[config.mk]
export PLATFORM = sky130hd
export DESIGN_NAME = bbox_draw_flat
export DESIGN_NICKNAME = d
export VERILOG_FILES = /design/src/rtl/bbox_pkg.sv /design/src/rtl/bbox_if.sv /design/src/rtl/bbox_addr_gen.sv /design/src/rtl/bbox_draw.sv /design/src/flat_wrapper.sv
export SDC_FILE = /design/constraint.sdc
export NUM_CORES = 1
export LEC_CHECK = 0
export ABC_CLOCK_PERIOD_IN_PS = 14690
export CORE_MARGIN = 1
export CORE_UTILIZATION = 45
export DETAILED_ROUTE_END_ITERATION = 10
export GPL_ROUTABILITY_DRIVEN = 1
export GPL_TIMING_DRIVEN = 0
export PLACE_DENSITY = 0.65
export SYNTH_ARGS = -nofsm -noshare
export SYNTH_HDL_FRONTEND = slang
export SYNTH_HIERARCHICAL = 1
export SYNTH_SLANG_ARGS = --single-unit
[constraint.sdc]
create_clock -name clk -period 14.69 [get_ports clk]
set_input_delay 2.2035 -clock clk [delete_from_list [all_inputs] [get_ports clk]]
set_output_delay 2.2035 -clock clk [all_outputs]
set_load 0.005 [all_outputs]
[src/rtl/bbox_pkg.sv]
// Shared types and constants for the bounding-box draw/scan blocks.
package bbox_pkg;

  localparam int unsigned BYTES_PER_PIXEL = 3;
  localparam int unsigned COORD_W         = 11;

  typedef logic [COORD_W-1:0] coord_t;

  typedef enum logic [2:0] {
    StIdle,
    StTop,
    StBottom,
    StLeft,
    StRight,
    StFinished
  } state_e;

endpackage

[src/rtl/bbox_if.sv]
// Start/done handshake, box/colour inputs and the byte-wide frame-memory write port.
interface bbox_if
  import bbox_pkg::*;
();

  logic        start;
  logic        done;
  coord_t      xMin;
  coord_t      xMax;
  coord_t      yMin;
  coord_t      yMax;
  logic [7:0]  colour_r;
  logic [7:0]  colour_g;
  logic [7:0]  colour_b;
  logic [31:0] wraddr;
  logic [15:0] wrdata;
  logic        wren;
  logic        wrready;

  modport master (
    output start, xMin, xMax, yMin, yMax, colour_r, colour_g, colour_b, wrready,
    input  done, wraddr, wrdata, wren
  );

  modport slave (
    input  start, xMin, xMax, yMin, yMax, colour_r, colour_g, colour_b, wrready,
    output done, wraddr, wrdata, wren
  );

endinterface

[src/rtl/bbox_addr_gen.sv]
// Frame-memory layout: row-major pixels, three byte lanes (R, G, B) per pixel.
module bbox_addr_gen
  import bbox_pkg::*;
#(
  parameter int unsigned WIDTH = 100
) (
  input  coord_t      x,
  input  coord_t      y,
  input  logic [1:0]  rgb,
  output logic [31:0] addr
);

  localparam logic [31:0] ROW_BYTES = 32'(WIDTH * BYTES_PER_PIXEL);
  localparam logic [31:0] PIX_BYTES = 32'(BYTES_PER_PIXEL);

  assign addr = 32'(y) * ROW_BYTES + 32'(x) * PIX_BYTES + 32'(rgb);

endmodule

[src/rtl/bbox_draw.sv]
// Draws a 1-pixel rectangle outline into frame memory, one byte write per cycle,
// stalling on wrready. Order: top row, bottom row, left column, right column.
module bbox_draw
  import bbox_pkg::*;
#(
  parameter int unsigned WIDTH  = 100,
  parameter int unsigned HEIGHT = 100
) (
  input  logic  clk,
  input  logic  rst_n,
  bbox_if.slave bus
);

  localparam coord_t X_LAST = coord_t'(WIDTH - 1);
  localparam coord_t Y_LAST = coord_t'(HEIGHT - 1);

  state_e      state_q, state_d;
  coord_t      x_q, y_q, x_d, y_d;
  logic [1:0]  rgb_q, rgb_d;
  coord_t      x_min_q, x_max_q, y_min_q, y_max_q;
  logic [7:0]  col_r_q, col_g_q, col_b_q;
  logic        wren_q, done_q;
  logic [31:0] wraddr_q, addr_d;
  logic [15:0] wrdata_q;

  coord_t      in_x_min, in_x_max, in_y_min, in_y_max;
  logic        in_invalid, go, adv, tall;
  logic [7:0]  src_r, src_g, src_b, col_d;

  function automatic coord_t clamp(input coord_t v, input coord_t lim);
    return (v > lim) ? lim : v;
  endfunction

  assign in_x_min   = clamp(bus.xMin, X_LAST);
  assign in_x_max   = clamp(bus.xMax, X_LAST);
  assign in_y_min   = clamp(bus.yMin, Y_LAST);
  assign in_y_max   = clamp(bus.yMax, Y_LAST);
  assign in_invalid = (in_x_min > in_x_max) || (in_y_min > in_y_max);

  assign go   = bus.start && (state_q == StIdle || state_q == StFinished);
  assign adv  = wren_q && bus.wrready;
  // Latched box is always valid here, so the subtraction cannot wrap.
  assign tall = (y_max_q - y_min_q) >= coord_t'(2);

  // Position of the write that follows the one currently on the bus.
  always_comb begin
    state_d = state_q;
    x_d     = x_q;
    y_d     = y_q;
    rgb_d   = rgb_q + 2'd1;
    if (go) begin
      state_d = in_invalid ? StFinished : StTop;
      x_d     = in_x_min;
      y_d     = in_y_min;
      rgb_d   = 2'd0;
    end else if (rgb_q == 2'd2) begin
      rgb_d = 2'd0;
      case (state_q)
        StTop: begin
          if (x_q != x_max_q) begin
            x_d = x_q + coord_t'(1);
          end else if (y_max_q != y_min_q) begin
            state_d = StBottom;
            x_d     = x_min_q;
            y_d     = y_max_q;
          end else begin
            state_d = StFinished;
          end
        end
        StBottom: begin
          if (x_q != x_max_q) begin
            x_d = x_q + coord_t'(1);
          end else if (tall) begin
            state_d = StLeft;
            x_d     = x_min_q;
            y_d     = y_min_q + coord_t'(1);
          end else begin
            state_d = StFinished;
          end
        end
        StLeft: begin
          if (y_q != y_max_q - coord_t'(1)) begin
            y_d = y_q + coord_t'(1);
          end else if (x_max_q != x_min_q) begin
            state_d = StRight;
            x_d     = x_max_q;
            y_d     = y_min_q + coord_t'(1);
          end else begin
            state_d = StFinished;
          end
        end
        StRight: begin
          if (y_q != y_max_q - coord_t'(1)) begin
            y_d = y_q + coord_t'(1);
          end else begin
            state_d = StFinished;
          end
        end
        default: ;
      endcase
    end
  end

  always_comb begin
    src_r = go ? bus.colour_r : col_r_q;
    src_g = go ? bus.colour_g : col_g_q;
    src_b = go ? bus.colour_b : col_b_q;
    case (rgb_d)
      2'd0:    col_d = src_r;
      2'd1:    col_d = src_g;
      default: col_d = src_b;
    endcase
  end

  bbox_addr_gen #(
    .WIDTH(WIDTH)
  ) u_addr_gen (
    .x   (x_d),
    .y   (y_d),
    .rgb (rgb_d),
    .addr(addr_d)
  );

  always_ff @(posedge clk) begin
    if (!rst_n) begin
      state_q  <= StIdle;
      x_q      <= '0;
      y_q      <= '0;
      rgb_q    <= '0;
      x_min_q  <= '0;
      x_max_q  <= '0;
      y_min_q  <= '0;
      y_max_q  <= '0;
      col_r_q  <= '0;
      col_g_q  <= '0;
      col_b_q  <= '0;
      wren_q   <= 1'b0;
      done_q   <= 1'b0;
      wraddr_q <= '0;
      wrdata_q <= '0;
    end else begin
      if (go) begin
        x_min_q <= in_x_min;
        x_max_q <= in_x_max;
        y_min_q <= in_y_min;
        y_max_q <= in_y_max;
        col_r_q <= bus.colour_r;
        col_g_q <= bus.colour_g;
        col_b_q <= bus.colour_b;
      end
      if (go || adv) begin
        state_q <= state_d;
        x_q     <= x_d;
        y_q     <= y_d;
        rgb_q   <= rgb_d;
        wren_q  <= (state_d != StFinished);
        done_q  <= (state_d == StFinished);
        if (state_d != StFinished) begin
          wraddr_q <= addr_d;
          wrdata_q <= {8'h00, col_d};
        end
      end
    end
  end

  assign bus.wren   = wren_q;
  assign bus.wraddr = wraddr_q;
  assign bus.wrdata = wrdata_q;
  assign bus.done   = done_q;

endmodule
[src/flat_wrapper.sv]
// flat-port wrapper written by rule: the top's interface ports become plain ports
module bbox_draw_flat import bbox_pkg::*;
#(
  parameter int unsigned WIDTH  = 100,
  parameter int unsigned HEIGHT = 100
)
  (clk, rst_n, bus_start, bus_xMin, bus_xMax, bus_yMin, bus_yMax, bus_colour_r, bus_colour_g, bus_colour_b, bus_wrready, bus_done, bus_wraddr, bus_wrdata, bus_wren);
  bbox_if bus_i ();
  input  logic clk;
  input  logic rst_n;
  input wire logic [$bits(bus_i.start)-1:0] bus_start;
  input wire logic [$bits(bus_i.xMin)-1:0] bus_xMin;
  input wire logic [$bits(bus_i.xMax)-1:0] bus_xMax;
  input wire logic [$bits(bus_i.yMin)-1:0] bus_yMin;
  input wire logic [$bits(bus_i.yMax)-1:0] bus_yMax;
  input wire logic [$bits(bus_i.colour_r)-1:0] bus_colour_r;
  input wire logic [$bits(bus_i.colour_g)-1:0] bus_colour_g;
  input wire logic [$bits(bus_i.colour_b)-1:0] bus_colour_b;
  input wire logic [$bits(bus_i.wrready)-1:0] bus_wrready;
  output wire logic [$bits(bus_i.done)-1:0] bus_done;
  output wire logic [$bits(bus_i.wraddr)-1:0] bus_wraddr;
  output wire logic [$bits(bus_i.wrdata)-1:0] bus_wrdata;
  output wire logic [$bits(bus_i.wren)-1:0] bus_wren;
  assign bus_i.start = bus_start;
  assign bus_i.xMin = bus_xMin;
  assign bus_i.xMax = bus_xMax;
  assign bus_i.yMin = bus_yMin;
  assign bus_i.yMax = bus_yMax;
  assign bus_i.colour_r = bus_colour_r;
  assign bus_i.colour_g = bus_colour_g;
  assign bus_i.colour_b = bus_colour_b;
  assign bus_i.wrready = bus_wrready;
  assign bus_done = bus_i.done;
  assign bus_wraddr = bus_i.wraddr;
  assign bus_wrdata = bus_i.wrdata;
  assign bus_wren = bus_i.wren;
  bbox_draw #(.WIDTH(WIDTH), .HEIGHT(HEIGHT)) u_core (.clk(clk), .rst_n(rst_n), .bus(bus_i));
endmodule
---- Yosys cells after proc, flatten, opt, wreduce, memory -nomap -nowiden ----
Cells that the tools add are included.
storage, ports and cells
  logic and storage cells ................. 93
  input bits .............................. 72
  output and inout port bits .............. 50
  bits in registers ....................... 137
operators by class
  $lt $le $gt $ge ......................... 7
  add/sub/neg operators ................... 8
  eq/ne operators ......................... 13
  multipliers ............................. 2
  multiplexer cells ....................... 40
  reductions and logical operators ........ 8
operator list
  cell                                                             count
  two-way mux 11 bit                                               21
  greater-than comparator 11 x 7 -> 1 bit (second input constant)  4
  inequality test 11 bit                                           4
  one-hot mux 11 bit (4 select lines)                              1
  adder 11 x 1 -> 11 bit (second input constant)                   3
  one-hot mux 11 bit (3 select lines)                              1
  two-way mux 3 bit                                                9
  two-way mux 8 bit                                                3
  adder 21 x 2 -> 22 bit                                           1
  greater-than comparator 11 bit                                   2
  adder 20 x 13 -> 21 bit                                          1
  multiplier 11 x 7 -> 18 bit (second input constant)              1
  one-hot mux 8 bit (2 select lines)                               1
  multiplier 11 x 2 -> 13 bit (second input constant)              1
  one-hot mux 3 bit (4 select lines)                               1
  >= comparator 11 x 2 -> 1 bit (second input constant)            1
  subtractor 11 x 1 -> 11 bit (second input constant)              1
  subtractor 11 bit                                                1
  == test 3 bit (second input constant)                            3
  == test 3 x 2 -> 1 bit (second input constant)                   2
  two-way mux 2 bit                                                2
  == test 3 x 1 -> 1 bit (second input constant)                   1
  logical NOT 3 bit                                                1
  logical OR 1 bit                                                 3
  other kinds (8)                                                  9

---- Longest topological paths before layout ----
  depth after elaboration ................. 10
  gate-level depth with buffers ........... 38
  gate-level depth less buffers ........... 37

---- Modules after synthesis ----
Netlist, hierarchy kept.
by module, submodules not included
  module         times used  cells an instance  area each (um^2)  seq. area each (um^2)
  bbox_draw      1           1272               9608.0            2742.6
  bbox_addr_gen  1           342                2861.5            0.0

---- Worst setup path before layout ----
No wires, ideal clock.
  kind .................................... input to register
  start point ............................. input bus_start
  end point ............................... register u_core.wraddr_q[19], in the netlist u_core/bus.wraddr[19]
  setup time .............................. 72 ps
  buffers on the path ..................... 5
  slack ................................... 5937 ps
  stages .................................. 30
  required time ........................... 14618 ps
  arrival ................................. 8681 ps
  path through ............................ and3b_1 -> clkbuf_1 -> clkbuf_1 -> clkbuf_1 -> a21oi_1 -> a2bb2oi_1 -> ha_1 -> ha_1 -> inv_1 -> fa_1 -> fa_1 -> inv_1 -> ha_1 -> buf_2 -> a21oi_1 -> xnor2_1 -> fa_1 -> ha_1 -> clkbuf_1 -> nand2_1 -> o21ai_0 -> a21oi_1 -> xnor2_1 -> nand4_1 -> nor3b_1 -> o2111ai_1 -> a211oi_1 -> xnor2_1 -> nand2_1 -> mux2i_1
on the way
  word-level cells in the longest chain between the ends .. 5
  elaborated cells on any way between the ends .. 12
  those cells by class .................... add/sub (2); mul (2); eq/ne (1); mux (4); reduce/logical (3)
RTL lines
  what                         RTL line             text
  start: declaration           flat_wrapper.sv:11   input wire logic [$bits(bus_i.start)-1:0] bus_start;
  logical AND 1 bit            bbox_draw.sv:40      assign go = bus.start && (state_q == StIdle || state_q == StFinished);
  two-way mux 11 bit           bbox_draw.sv:51      if (go) begin
  net u_core.y_d[6]            bbox_draw.sv:18      coord_t x_q, y_q, x_d, y_d;
  multiplier 11 x 7 -> 18 bit  bbox_addr_gen.sv:16  assign addr = 32'(y) * ROW_BYTES + 32'(x) * PIX_BYTES + 32'(rgb);
  adder 20 x 13 -> 21 bit      bbox_addr_gen.sv:16
  adder 21 x 2 -> 22 bit       bbox_addr_gen.sv:16
  net u_core.addr_d[19]        bbox_draw.sv:23      logic [31:0] wraddr_q, addr_d;
  end signal: assignment       bbox_draw.sv:159     wraddr_q <= addr_d;
  end: declaration             bbox_draw.sv:23
The timed path passes the listed nets, and every way through them passes these cells.
A chain may end at the register's enable or synchronous reset.

---- Final worst setup path ----
Ends and elaborated chain as after synthesis.

==> impl_metrics.env <==
export IMPL_grt_ovfl_total=0
export IMPL_rsz0062_at_grt="no"
export IMPL_timing_max_slew_rel_slack=0.163
export IMPL_hold_path_class="flop to flop"
export IMPL_max_stage_delay_ns=0.72
export IMPL_ant_nets=0
export IMPL_worst_r2r_endpoint="u_core/bus.wraddr[19]$_SDFFE_PN0P_"
export IMPL_dieWidth_um=168
export IMPL_clkLatencyLatePin_ns=0.44
export IMPL_cp_data_required_time_ns=15.05
export IMPL_status="finished clean"
export IMPL_post_route_drc_count=0
export IMPL_clk_pin_slew_worst_paths_ns=0.07
export IMPL_finish_net_count=1972
export IMPL_fraction_of_final_layout_cells_with_drive_strength_greater_than_1=0.0653
export IMPL_synth_avg_cell_area_um2=7.73
export IMPL_cp_data_arrival_time_ns=11.31
export IMPL_port_buffers=113
export IMPL_maximum_buffer_depth_of_the_clock_tree=2
export IMPL_cap_viol_max_count=0
export IMPL_setup_violations=0
export IMPL_p_leak_nw=6.24
export IMPL_placement_rows=60
export IMPL_synth_edf_count=0
export IMPL_first_iter_violations=1146
export IMPL_swShare=0.456
export IMPL_power_density_mw_per_mm2=139
export IMPL_initial_core_util=0.460
export IMPL_dp_final_hpwl_um=33300
export IMPL_diodes=0
export IMPL_floorplan_die_area_mm2=0.0284
export IMPL_ff_latch_count_synth=137
export IMPL_synthesis_area_mm2=0.0125
export IMPL_tritoncts_num_buffers=17
export IMPL_synth_async_reset_ratio=0
export IMPL_finalWirelength_um=42700
export IMPL_gpl_final_weighted_congestion=0.955
export IMPL_vias=12500
export IMPL_core_region_area_mm2=0.0271
export IMPL_clock_tree_root_cell="clkbuf_16"
export IMPL_number_of_antenna_violations_at_the_first_check_in_global_routing=0
export IMPL_clock_fmax_mhz=91.3
export IMPL_regToRegSetupSlack_ns=4.25
export IMPL_clock_tree_from_tritoncts="done"
export IMPL_detail_route_vias_per_cell=5.79
export IMPL_final_setup_tns_ns=0
export IMPL_ys_dominant_reg_cell="dfxtp_1"
export IMPL_critPathCapture="u_core/bus.wraddr[19]$_SDFFE_PN0P_"
export IMPL_logic_pwr_share=0.564
export IMPL_reg_to_reg_start="u_core/y_max_q[0]$_SDFFE_PN0P_"
export IMPL_ios=122
export IMPL_critical_path_max_fanout=10
export IMPL_critical_path_top_delay_cell="a2bb2oi_1"
export IMPL_post_synth_num_cell_types=100
export IMPL_worst_clock_skew_ns=0.0135
export IMPL_area_delta_synth_final_pct=18.4
export IMPL_timing_hold_violations_final=0
export IMPL_synth_seq_area_share=0.220
export IMPL_drtPass1Iterations=6
export IMPL_cts_post_setup_buffers_inserted=0
export IMPL_cellInternalPower_mw=1.12
export IMPL_synth_top_cells_by_area="dfxtp_1 22%, ha_1 9.7%, nand2_1 6.5%, a21oi_1 5.4%, fa_1 4.0%"
export IMPL_cts_repair_resize_count=0
export IMPL_pin_count_of_the_biggest_net_entering_global_routing=17
export IMPL_routedWlPerCell_um=19.7
export IMPL_r2r_worst_path_cells=38
export IMPL_synth_largest_type_area_fraction=0.220
export IMPL_cts_hold_buffers=0
export IMPL_critPathLaunch="bus_start"
export IMPL_ctsHtreeMaxLevel=4
export IMPL_worst_pin_slew_ns=1.24
export IMPL_switchingPower_uw=933
export IMPL_syn_instance_count=1614
export IMPL_vdd_ir_drop_worst_v=0.0000723
export IMPL_first_global_vias=12100
export IMPL_endpoint_kind="flop"
export IMPL_cp_start_kind="input port"
export IMPL_wire_length_of_the_first_global_routing_pass_um=66600
export IMPL_die_h_um=168
export IMPL_power_share_clock=0.211
export IMPL_path_class="input port to flop"
export IMPL_final_cell_utilization_of_the_core=0.545
export IMPL_final_max_slew_violation_count=0
export IMPL_synth_warnings=6
export IMPL_power_frac_seq=0.225
export IMPL_timing_final_crit_period_ns=10.95
export IMPL_grt_usage=0.305
export IMPL_timing_final_crit_share=0.745
export IMPL_tritoncts_num_sinks=137
export IMPL_yosysTopAreaCell="dfxtp_1"
## layout make-up
type / instances / area, um^2
clock buffer: 17 / 425
tap: 372 / 465
inverter: 79 / 297
fill: 2623 / 12300
timing repair buffer: 113 / 1130
multi-input combinational: 1321 / 8960
clock inverter: 15 / 153
buffer: 109 / 591
sequential: 137 / 2740
## power groups by stage
| stage | Combinational (mW) | Clock [mW] | Sequential, mW |
|---|---|---|---|
| 2_1_floorplan | 0.820 | 0 | 0.459 |
| 3_3_place_gp | 1.12 | 0 | 0.467 |
| 3_5_place_dp | 1.14 | 0 | 0.468 |
| 4_1_cts | 1.14 | 0.437 | 0.460 |
| 5_1_grt | 1.27 | 0.454 | 0.465 |
| 6_report | 1.16 | 0.432 | 0.460 |
## sequential cells by signal (all words and copies together) (netlist names)
| signal | flops |
|---|---|
| u_core/bus.wraddr | 32 |
| u_core/x_max_q | 11 |
| u_core/x_min_q | 11 |
| u_core/x_q | 11 |
| u_core/y_max_q | 11 |
| u_core/y_min_q | 11 |
| u_core/y_q | 11 |
| u_core/bus.wrdata | 8 |
| u_core/col_b_q | 8 |
| u_core/col_g_q | 8 |
| u_core/col_r_q | 8 |
| u_core/state_q | 3 |
| u_core/rgb_q | 2 |
| u_core/bus.done | 1 |
| u_core/bus.wren | 1 |
## kinds of logic after synthesis
family	Yosys count	synth area share
XOR/XNOR	100	0.0708
AND/OR/NAND/NOR	595	0.236
multiplexers	50	0.0401
other	3	0.000903
AO/OA/AOI/OAI	419	0.224
adder cells (fa/ha/maj)	122	0.137
buffers and inverters	188	0.0711
flip-flops	137	0.220
## worst max-delay path, delay by kind of cell
| family | cells | cell delay, ns |
|---|---|---|
| compound gates | 6 | 1.75 |
| xor+xnor | 3 | 0.82 |
| fa+ha+maj | 7 | 2.66 |
| buf+inv | 8 | 2.77 |
| mux | 1 | 0.16 |
| simple gates | 5 | 0.94 |
## per-layer routing
metal	track usage	up-vias	wire (um)
li1	-	6019	-
met1	0.392	5911	18500
met2	0.494	504	19300
met3	0.0549	98	3040
met4	0.147	0	1830
met5	0	-	0
## how the worst min path moves through the flow
stage,start,end,slack (ns),cells past startpoint
6_report,u_core/bus.wraddr[7]$_SDFFE_PN0P_,u_core/bus.wraddr[7]$_SDFFE_PN0P_,0.46,2
5_1_grt,u_core/col_g_q[6]$_SDFF_PN0_,u_core/col_g_q[6]$_SDFF_PN0_,0.48,2
4_1_cts,u_core/col_b_q[6]$_SDFF_PN0_,u_core/col_b_q[6]$_SDFF_PN0_,0.46,2
3_5_place_dp,u_core/col_b_q[6]$_SDFF_PN0_,u_core/col_b_q[6]$_SDFF_PN0_,0.45,2
3_3_place_gp,u_core/col_r_q[0]$_SDFF_PN0_,u_core/col_r_q[0]$_SDFF_PN0_,0.44,2
2_1_floorplan,u_core/col_g_q[0]$_SDFF_PN0_,u_core/col_g_q[0]$_SDFF_PN0_,0.44,2
## metrics by stage
stage               setup slack, ns  hold WS [ns]  power (mW)  std cells  area (um^2)
global placement               3.52         0.441        1.59       2131        14200
detailed placement             3.50         0.446        1.61       2131        14200
finish                         3.74         0.458        2.05       2163        14800
CTS                            3.90         0.455        2.04       2163        14800
global route                   3.37         0.479        2.19       2163        14800
floorplan                      5.94         0.436        1.28       1646        12600
## synth_stat cells, types with 12 or more instances
cell type  instances
nor2_1           120
nand2b_1          21
a211oi_1          26
clkbuf_1          63
xnor2_1           49
a31oi_1           27
o21bai_1          12
nor4_1            13
nor2b_1           17
nor3_1            35
buf_4             23
o21ai_0           62
a21o_1            16
fa_1              25
nand2_1          216
and3_1            34
and2_1            22
ha_1              97
inv_1             79
dfxtp_1          137
mux2i_1           50
a21oi_1          134
o21ai_1           19
nand3_1           46
xor2_1            50
## placed cells by master, fill, tap and decap left out, drive strengths merged, types with 17 or more instances in the layout
master and instances:
inv 88, clkdlybuf4s50 113, buf 46, ha 97
o21ai 82, nand3 46, nor2 121, a31oi 28
nand2b 21, and3 35, nor2b 17, xor2 50
nor3 37, nand2 216, dfxtp 137, and2 23
mux2i 50, clkbuf 80, conb 35, xnor2 50
a21oi 134, fa 25, a211oi 33
No activity file was read; power rests on OpenSTA's default activity.
